File: src/rtl/sha256_msg_loader_if.sv
// Block handshake between the message loader and the SHA-256 hash core.
// master drives a buffered 512-bit block; slave answers with blk_ready.
interface sha256_msg_loader_if;
  logic         blk_valid;
  logic         blk_ready;
  logic [511:0] blk_data;
  logic         blk_last;
  logic [7:0]   blk_idx;

  modport master (output blk_valid, blk_data, blk_last, blk_idx, input blk_ready);
  modport slave  (input blk_valid, blk_data, blk_last, blk_idx, output blk_ready);
endinterface

File: src/rtl/sha256_msg_loader.sv
// Fetches NUM_OF_WORDS words, appends SHA-256 padding, presents 512-bit blocks (one buffered; 2 cyc/mem word, 1 cyc/pad word).
// Fill stalls in PRESENT until blk_ready. SHA256_LOADER_BSWAP_EN byte-reverses memory words.
module sha256_msg_loader #(
  parameter int NUM_OF_WORDS = 20
) (
  input  logic                       clk,
  input  logic                       reset_n,
  input  logic                       start,
  input  logic [15:0]                message_addr,
  output logic                       mem_clk,
  output logic                       mem_we,
  output logic [15:0]                mem_addr,
  input  logic [31:0]                mem_read_data,
  output logic                       done,
  sha256_msg_loader_if.master        blk
);

  localparam int          NB       = (NUM_OF_WORDS + 3 + 15) / 16;
  localparam logic [10:0] N_W      = 11'(NUM_OF_WORDS);
  localparam logic [10:0] LAST_W   = 11'(16 * NB - 1);
  localparam logic [31:0] LEN_BITS = 32'(NUM_OF_WORDS * 32);
  localparam logic [7:0]  LAST_IDX = 8'(NB - 1);

  typedef enum logic [2:0] {IDLE, RADDR, RDATA, PAD, PRESENT} state_e;

  state_e             state_q, state_d;
  logic [10:0]        wc_q, wc_d;
  logic [15:0]        base_q, base_d;
  logic [15:0]        mem_addr_q, mem_addr_d;
  logic               blk_valid_q, blk_valid_d;
  logic [7:0]         blk_idx_q, blk_idx_d;
  logic [15:0][31:0]  buf_q;
  logic               wr_en;
  logic [31:0]        wr_dat;
  logic [31:0]        mem_word;
  logic [31:0]        pad_word;
  logic [10:0]        wc_inc;
  logic               is_last;

  assign wc_inc  = wc_q + 11'd1;
  assign is_last = (blk_idx_q == LAST_IDX);

`ifdef SHA256_LOADER_BSWAP_EN
  assign mem_word = {mem_read_data[7:0], mem_read_data[15:8],
                     mem_read_data[23:16], mem_read_data[31:24]};
`else
  assign mem_word = mem_read_data;
`endif

  // Upper length word (16*NB-2) falls into the zero case.
  assign pad_word = (wc_q == N_W)    ? 32'h8000_0000 :
                    (wc_q == LAST_W) ? LEN_BITS      : 32'h0;

  always_ff @(posedge clk) begin
    if (!reset_n) state_q <= IDLE;
    else          state_q <= state_d;
  end

  always_comb begin
    state_d = state_q;
    case (state_q)
      IDLE:    if (start) state_d = RADDR;
      RADDR:   state_d = RDATA;
      RDATA: begin
        if (wc_q[3:0] == 4'd15) state_d = PRESENT;
        else if (wc_inc < N_W)  state_d = RADDR;
        else                    state_d = PAD;
      end
      PAD:     if (wc_q[3:0] == 4'd15) state_d = PRESENT;
      PRESENT: begin
        if (blk.blk_ready) begin
          if (is_last)          state_d = IDLE;
          else if (wc_q < N_W)  state_d = RADDR;
          else                  state_d = PAD;
        end
      end
      default: state_d = IDLE;
    endcase
  end

  always_comb begin
    wc_d      = wc_q;
    base_d    = base_q;
    blk_idx_d = blk_idx_q;
    wr_en     = 1'b0;
    wr_dat    = 32'h0;
    case (state_q)
      IDLE: if (start) begin
        base_d    = message_addr;
        wc_d      = 11'd0;
        blk_idx_d = 8'd0;
      end
      RDATA: begin
        wr_en  = 1'b1;
        wr_dat = mem_word;
        wc_d   = wc_inc;
      end
      PAD: begin
        wr_en  = 1'b1;
        wr_dat = pad_word;
        wc_d   = wc_inc;
      end
      PRESENT: if (blk.blk_ready) blk_idx_d = blk_idx_q + 8'd1;
      default: ;
    endcase
    blk_valid_d = (state_d == PRESENT);
    // Address is registered so it is already on the bus throughout RADDR.
    mem_addr_d  = (state_d == RADDR) ? base_d + {5'd0, wc_d} : mem_addr_q;
  end

  always_ff @(posedge clk) begin
    if (!reset_n) begin
      wc_q        <= '0;
      base_q      <= '0;
      mem_addr_q  <= '0;
      blk_valid_q <= 1'b0;
      blk_idx_q   <= '0;
      buf_q       <= '0;
    end else begin
      wc_q        <= wc_d;
      base_q      <= base_d;
      mem_addr_q  <= mem_addr_d;
      blk_valid_q <= blk_valid_d;
      blk_idx_q   <= blk_idx_d;
      if (wr_en) buf_q[4'd15 - wc_q[3:0]] <= wr_dat;
    end
  end

  assign mem_clk       = clk;
  assign mem_we        = 1'b0;
  assign mem_addr      = mem_addr_q;
  assign done          = (state_q == IDLE);
  assign blk.blk_valid = blk_valid_q;
  assign blk.blk_data  = buf_q;
  assign blk.blk_idx   = blk_idx_q;
  assign blk.blk_last  = blk_valid_q && is_last;

endmodule
File: src/flat_wrapper.sv
// flat-port wrapper written by rule: the top's interface ports become plain ports
module sha256_msg_loader_flat 
#(
  parameter int NUM_OF_WORDS = 20
)
  (clk, reset_n, start, message_addr, mem_clk, mem_we, mem_addr, mem_read_data, done, blk_blk_valid, blk_blk_data, blk_blk_last, blk_blk_idx, blk_blk_ready);
  sha256_msg_loader_if blk_i ();
  input  logic clk;
  input  logic reset_n;
  input  logic start;
  input  logic [15:0] message_addr;
  output logic mem_clk;
  output logic mem_we;
  output logic [15:0] mem_addr;
  input  logic [31:0] mem_read_data;
  output logic done;
  output wire logic [$bits(blk_i.blk_valid)-1:0] blk_blk_valid;
  output wire logic [$bits(blk_i.blk_data)-1:0] blk_blk_data;
  output wire logic [$bits(blk_i.blk_last)-1:0] blk_blk_last;
  output wire logic [$bits(blk_i.blk_idx)-1:0] blk_blk_idx;
  input wire logic [$bits(blk_i.blk_ready)-1:0] blk_blk_ready;
  assign blk_blk_valid = blk_i.blk_valid;
  assign blk_blk_data = blk_i.blk_data;
  assign blk_blk_last = blk_i.blk_last;
  assign blk_blk_idx = blk_i.blk_idx;
  assign blk_i.blk_ready = blk_blk_ready;
  sha256_msg_loader #(.NUM_OF_WORDS(NUM_OF_WORDS)) u_core (.clk(clk), .reset_n(reset_n), .start(start), .message_addr(message_addr), .mem_clk(mem_clk), .mem_we(mem_we), .mem_addr(mem_addr), .mem_read_data(mem_read_data), .done(done), .blk(blk_i));
endmodule
File: config.mk
export PLATFORM = sky130hd
export DESIGN_NAME = sha256_msg_loader_flat
export DESIGN_NICKNAME = d
export VERILOG_FILES = /design/src/rtl/sha256_msg_loader_if.sv /design/src/rtl/sha256_msg_loader.sv /design/src/flat_wrapper.sv
export SDC_FILE = /design/constraint.sdc
export NUM_CORES = 1
export LEC_CHECK = 0
export ABC_AREA = 1
export BUFFER_PORTS_ARGS = -buffer_cell sky130_fd_sc_hd__buf_4
export CAP_MARGIN = 15
export CELL_PAD_IN_SITES_DETAIL_PLACEMENT = 1
export CELL_PAD_IN_SITES_GLOBAL_PLACEMENT = 2
export CORE_MARGIN = 5
export CORE_UTILIZATION = 33
export CTS_BUF_LIST = sky130_fd_sc_hd__clkbuf_4
export DETAILED_ROUTE_END_ITERATION = 7
export GPL_ROUTABILITY_DRIVEN = 0
export MAX_ROUTING_LAYER = met4
export PLACE_DENSITY = 0.86
export SETUP_SLACK_MARGIN = 0.4
export SLEW_MARGIN = 15
export SYNTH_ARGS = -nofsm -noshare
export SYNTH_HDL_FRONTEND = slang
export SYNTH_SLANG_ARGS = --single-unit
File: constraint.sdc
create_clock -name clk -period 8.27 [get_ports clk]
set_input_delay 0.4135 -clock clk [delete_from_list [all_inputs] [get_ports clk]]
set_output_delay 0.4135 -clock clk [all_outputs]
set_load 0.1 [all_outputs]
==> results.cfg, run 1 <==
[run_status]
status = completed

[worst_setup_path]
cp_common_cell = clkbuf_4
worst_setup_path_end_kind = output port
cp_max_fo = 4
critPathMaxStageDelay_ps = 220
start_kind = clock port
path_cells = clkbuf_4 > clkbuf_4 > buf_4
worstSetupPathDepth = 3
crit_required_ps = 7860
worstSetupPathType = clk2out
cp_num_buf_inv = 3
cp_top_family = buffers and inverters
cp.arrival_ps = 4590
critPathSlowestCell = buf_4
reg2reg_depth = 17

[timing]
slew_violations = 0
hold_viol = 0
setup_violations = 0
finClkSkew_ps = 70.37
rsz0062_at_grt = false
whs_ps = 176.1
maxSlewHeadroom_pct = 23.24
tightest_slew_ps = 1149
fin_tns_setup_ps = 0

[hold_path]
whs_path_depth = 3
hold_class = in2reg

[yosys]
yosysWarnings = 0
synth.lib_cells_used.distinct = 37
synthesis.area_sq_um = 20290
synth-seq-cells = 567
ys_async_sr_fraction_pct = 0
synth_area_leaders = dfxtp_1 (56%), o21ai_0 (11%), a21oi_1 (11%)
synthFlopType = dfxtp_1
synth.top_cell.area_share_pct = 55.95
netlist_instances = 2442
ys_seq_area_share_pct = 55.95
synth_most_common_cell = dfxtp_1
synth_nets = 2512
synth_edf_count = 0
yosys.area.top_type = dfxtp_1
avgSynthCellArea_sq_um = 8.308
ys_top_cells_by_count = dfxtp_1 (567), o21ai_0 (441), a21oi_1 (440)

[cells_and_area]
fill_cells = 7258
drive_gt1_share_pct = 29.09
area_delta_synth_final_pct = 35.74
final_util_pct = 45.46
finalNetCount = 3120

[power]
p_per_area_nw_per_um2 = 212.8
ir_drop_mv = 0.2336
power_leakage_nw = 12.68

[detailed_routing]
wire_per_inst_um = 22.98
routed_wl_um = 90660
first_pass_iters = 5
num_vias = 20404
drtIter0Drc = 1169
vias_per_cell = 5.172
drcViolationCount = 0
ant_nets = 0

[floorplan]
die-height_um = 258.0
rows = 90
fp.dieW_um = 258.0
ioPinCount = 593
placeableCoreArea_sq_um = 60580
dieArea_sq_um = 66540
initial_utilization_pct = 33.49

[grt]
grt_util_all_layers_pct = 26.68
grt_pass1_vias = 20960
grt-ovfl-total = 0
grt_max_degree = 117
antenna_found_initial = 3
grt_pass1_wl_um = 132100

[place]
io_buffers = 591
hpwl_um = 61650

[clock_tree]
clk-insertion-delay-late_ps = 1110
cts_tree = yes
clk_pin_slew_worst_paths_ps = 60
postCtsSetupBuffers = 0

[job]
maxCapViolations = 0
tightest hold or removal path, delay by kind of cell:
kind	cells	cell delay (ps)
compound gates	1	130
buf+inv	1	110
simple gates	1	560
worst paths after layout:
path | startpoint | slack [ps] | end
worst min register to register | u_core.blk.blk_data[368]$_SDFFE_PN0P_ | 500 | u_core.blk.blk_data[368]$_SDFFE_PN0P_
worst max-delay path | clk | 3260 | mem_clk
worst max register to register | u_core.state_q[0]$_SDFF_PN0_ | 4580 | u_core.mem_addr[13]$_SDFFE_PN0N_
worst min-delay path | mem_read_data[29] | 180 | u_core.blk.blk_data[221]$_SDFFE_PN0P_
placed cells by master, fill, tap and decap left out, types with 2 or more instances in the layout:
cell / count
xor2_1: 5
nand4_1: 17
inv_6: 3
nand2_1: 177
or2_2: 14
dfxtp_1: 567
a21oi_1: 440
o21ai_0: 441
inv_2: 8
buf_4: 622
nand3_2: 3
clkbuf_4: 234
dlygate4sd3_1: 33
clkinv_1: 20
diode_2: 4
clkinvlp_4: 2
nand2_2: 4
o21ai_1: 20
nor2_4: 19
clkinv_4: 4
ha_1: 17
nor2_1: 219
inv_1: 156
nor3_1: 5
nand3_1: 27
xnor2_1: 4
o21bai_1: 2
nor3b_1: 3
a211oi_1: 74
and2_1: 2
nor4_1: 3
cells by family after synthesis:
kind of cell,after synthesis,share of synthesized area (%)
buffers and inverters,369,7.068
flip-flops,567,55.95
adder cells (fa/ha/maj),18,1.147
AND/OR/NAND/NOR,496,10.22
XOR/XNOR,9,0.3885
other,1,0.01848
AO/OA/AOI/OAI,982,25.21
metrics by stage:
stage	power (W)	instance area, sq um	setup WS [ps]	std cells
after CTS	0.005930	27530	3253	3941
after global placement	0.003345	25250	3510	3641
after detailed placement	0.003352	25250	3510	3641
final	0.005860	27540	3264	3945
after floorplan	0.003210	20290	3510	2442
after global routing	0.006101	27540	3253	3944
registers in the layout, summed over array words and instances, names as in the netlist:
register and cells:
u_core.state_q 3, u_core.base_q 16, u_core.blk.blk_data 512, u_core.blk.blk_idx 8, u_core.wc_q 11, u_core.blk.blk_valid 1
u_core.mem_addr 16
report_power, final:
part | switching, W | total (W) | internal, W | leakage [nW]
clock | 0.00127 | 0.00260 | 0.00133 | 1.17
sequential | 0.0000180 | 0.00278 | 0.00276 | 4.58
combinational | 0.000370 | 0.000483 | 0.000113 | 6.94
total | 0.00166 | 0.00586 | 0.00420 | 12.7
what timing repair did:
action,4_1_cts,5_1_grt
resized for setup,0,0
endpoints found under the hold margin,283,0
hold buffers,33,0
area by class of cell:
type / instances / area, sq um / share of cell area (%)
multi-input combinational: 1506 / 7621 / 27.67
timing repair buffer: 655 / 5007 / 18.18
clock buffer: 235 / 1764 / 6.406
sequential: 567 / 11350 / 41.22
tap: 782 / 978.4 / 3.553
clock inverter: 33 / 193.9 / 0.7042
antenna: 4 / 10.01 / 0.03635
inverter: 163 / 614.3 / 2.231
layer usage:
layer  global-route usage [%]  part of all wire, %
met1                    31.09                   41
met2                    41.63                   46
met3                    9.642                  8.1
met4                    11.73                  4.0
met5                        -                    0
(Power assumes the default switching activity.)
==> run 2, diff against run 1 <==
CORE_UTILIZATION = 30   (was 33)
PLACE_DENSITY = 0.79   (was 0.86)
clock period = 4.8 ns   (was 8.27 ns; I/O delays follow)
==> run 2 against run 1 <==
Net effect:
- hold slack lost 30 ps
- sequential power up 72%
- die area up 9.6%
- first-iteration DRC count grew 6.1%
- clock-buffer cell count is 3 higher
- clock power up 75%
- final area is 1.9% higher
- clock skew rose by 5.3 ps
- power up 74%
- routed wire length grew 1.4%
- final cell count is 3.3% higher
- largest cell class unchanged
- highest routed layer unchanged
==> results.cfg, run 2 (synthesized netlist as in run 1, its figures left out) <==
[hold_path]
whs_path_depth = 3
hold_class = in2reg

[worst_setup_path]
start_kind = flop
setup.worst_path.start = u_core.state_q[1]$_SDFF_PN0_
worst_setup_path_end_kind = flop
critPathMaxStageDelay_ps = 750
cp_top_family = simple AND/OR/NAND/NOR gates
worstSetupPathType = reg2reg
r2r_start = u_core.state_q[1]$_SDFF_PN0_
critPathSlowestCell = inv_1
worstSetupPathDepth = 17
path_cells = nor2_1 > nand3_2 > inv_1 > or2_2 > inv_1 > a21oi_1 > ha_1 > a21oi_1 > nand2_1 > nand3_1 > nand3_1 > nand2_1 > nand2_1 > nand2_1 > nand4_1 > nand2_1 > nor2_1
crit_end = u_core.mem_addr[13]$_SDFFE_PN0N_
cp_common_cell = nand2_1
cp_max_fo = 37
reg2reg_depth = 17
cp_num_buf_inv = 2
cp.arrival_ps = 4660
crit_required_ps = 5730
reg2reg_setup_slack_ps = 1080
r2r_end = u_core.mem_addr[13]$_SDFFE_PN0N_

[cells_and_area]
finalNetCount = 3160
area_delta_synth_final_pct = 38.34
final_common_cell = buf_4
drive_gt1_share_pct = 29.09
stdcell_count = 4077
final_cell_mix = buf_4 (624), dfxtp_1 (567), o21ai_0 (441)
largest_register_ffs = 512

[timing]
finClkSkew_ps = 75.67
fin_crit_ps = 3721
period_share_pct = 77.51
maxSlewHeadroom_pct = 19.66
fin_tns_setup_ps = 0
rsz0062_at_grt = false
whs_ps = 146.5
layout_setup_ws_ps = 1079
tightest_slew_ps = 1205
hold_viol = 0
setup_violations = 0
slew_violations = 0
clock.fmax_ghz = 0.2688

[power]
p_int_w = 0.007292
p_sw_share_pct = 28.43
p_per_area_nw_per_um2 = 363.0
combPwrFrac_pct = 8.4
p_seq_share_pct = 47.0
power_leakage_nw = 12.87
ir_drop_mv = 0.5045
p_clk_share_pct = 44.6
switchingPower_w = 0.002897

[run_status]
status = completed

[clock_tree]
clk_pin_slew_worst_paths_ps = 60
clk-insertion-delay-late_ps = 1090
cts_tree = yes
postCtsSetupBuffers = 0
cts_resized = 0

[floorplan]
ioPinCount = 593
placeableCoreArea_sq_um = 67160
dieArea_sq_um = 72930
initial_utilization_pct = 30.21
die-height_um = 270.1
fp.dieW_um = 270.1
rows = 95

[grt]
grt-ovfl-total = 0
grt_pass1_vias = 20936
antenna_found_initial = 3
grt_util_all_layers_pct = 24.88
grt_max_degree = 138
grt_pass1_wl_um = 135400

[place]
place_ws_ps = 1151
dp.cells = 3734
io_buffers = 591
hpwl_um = 63050

[detailed_routing]
drtIter0Drc = 1240
ant_nets = 0
first_pass_iters = 5
vias_per_cell = 5.016
num_vias = 20449
wire_per_inst_um = 22.55
drcViolationCount = 0
routed_wl_um = 91950

[job]
maxCapViolations = 0
==> run 2: cell count changes in the layout (fill, tap and decap cells not counted), moves of 2 or more <==
cell	previous run	this run
dlygate4sd3_1	33	62
clkbuf_4	234	237
diode_2	4	7
buf_4	622	624
==> run 2: per-stage QoR <==
step	cell area (sq um)	util (%)	power [W]
2_1_floorplan	20290	-	0.005531
3_3_place_gp	25380	37.79	0.005767
3_5_place_dp	25380	37.79	0.005778
4_1_cts	27980	41.66	0.01034
5_1_grt	28060	41.78	0.01066
6_report	28070	41.79	0.01019
==> run 2: worst min-delay path by stage <==
| stage | startpoint | to | slack (ps) |
|---|---|---|---|
| floorplan | message_addr[0] | u_core.base_q[0]$_SDFF_PN0_ | 400 |
| global placement | u_core.blk.blk_data[500]$_SDFFE_PN0P_ | u_core.blk.blk_data[500]$_SDFFE_PN0P_ | 480 |
| detailed placement | u_core.blk.blk_data[510]$_SDFFE_PN0P_ | u_core.blk.blk_data[510]$_SDFFE_PN0P_ | 480 |
| CTS | mem_read_data[30] | u_core.blk.blk_data[350]$_SDFFE_PN0P_ | 0.7 |
| global route | mem_read_data[30] | u_core.blk.blk_data[350]$_SDFFE_PN0P_ | 40 |
| finish | mem_read_data[17] | u_core.blk.blk_data[401]$_SDFFE_PN0P_ | 150 |
==> run 2: final cells by class <==
cell class / count / area, sq um
fill: 8045 / 39090
tap: 873 / 1092
inverter: 163 / 614.3
antenna: 7 / 17.52
multi-input combinational: 1506 / 7624
timing repair buffer: 689 / 5375
clock buffer: 238 / 1787
clock inverter: 34 / 206.4
sequential: 567 / 11350
==> run 2: what timing repair did <==
| item | in CTS | in global routing |
|---|---|---|
| endpoints found under the setup margin | 0 | 0 |
| hold buffers | 61 | 1 |
| endpoints found under the hold margin | 484 | 16 |
==> run 2: power groups by stage <==
stage / logic (W) / clock network [W] / registers, W
2_1_floorplan: 0.000300 / 0.0000786 / 0.00515
3_3_place_gp: 0.000797 / 0.0000786 / 0.00489
3_5_place_dp: 0.000806 / 0.0000786 / 0.00489
4_1_cts: 0.000852 / 0.00470 / 0.00479
5_1_grt: 0.000903 / 0.00496 / 0.00479
6_report: 0.000854 / 0.00455 / 0.00479
==> run 2: tightest hold or removal path, delay by kind of cell <==
kind	cells	cell delay, ps
buffers and inverters	1	110
and+or+nand+nor	1	680
AOI/OAI and AO/OA	1	130
==> run 2: metal layers <==
| layer | share of wire, % | GRT usage, % | up-vias |
|---|---|---|---|
| met3 | 7.7 | 8.368 | 163 |
| met1 | 43 | 29.63 | 9920 |
| met4 | 4.0 | 10.61 | 0 |
| met5 | 0 | - | - |
| li1 | - | - | 9638 |
| met2 | 46 | 38.60 | 728 |
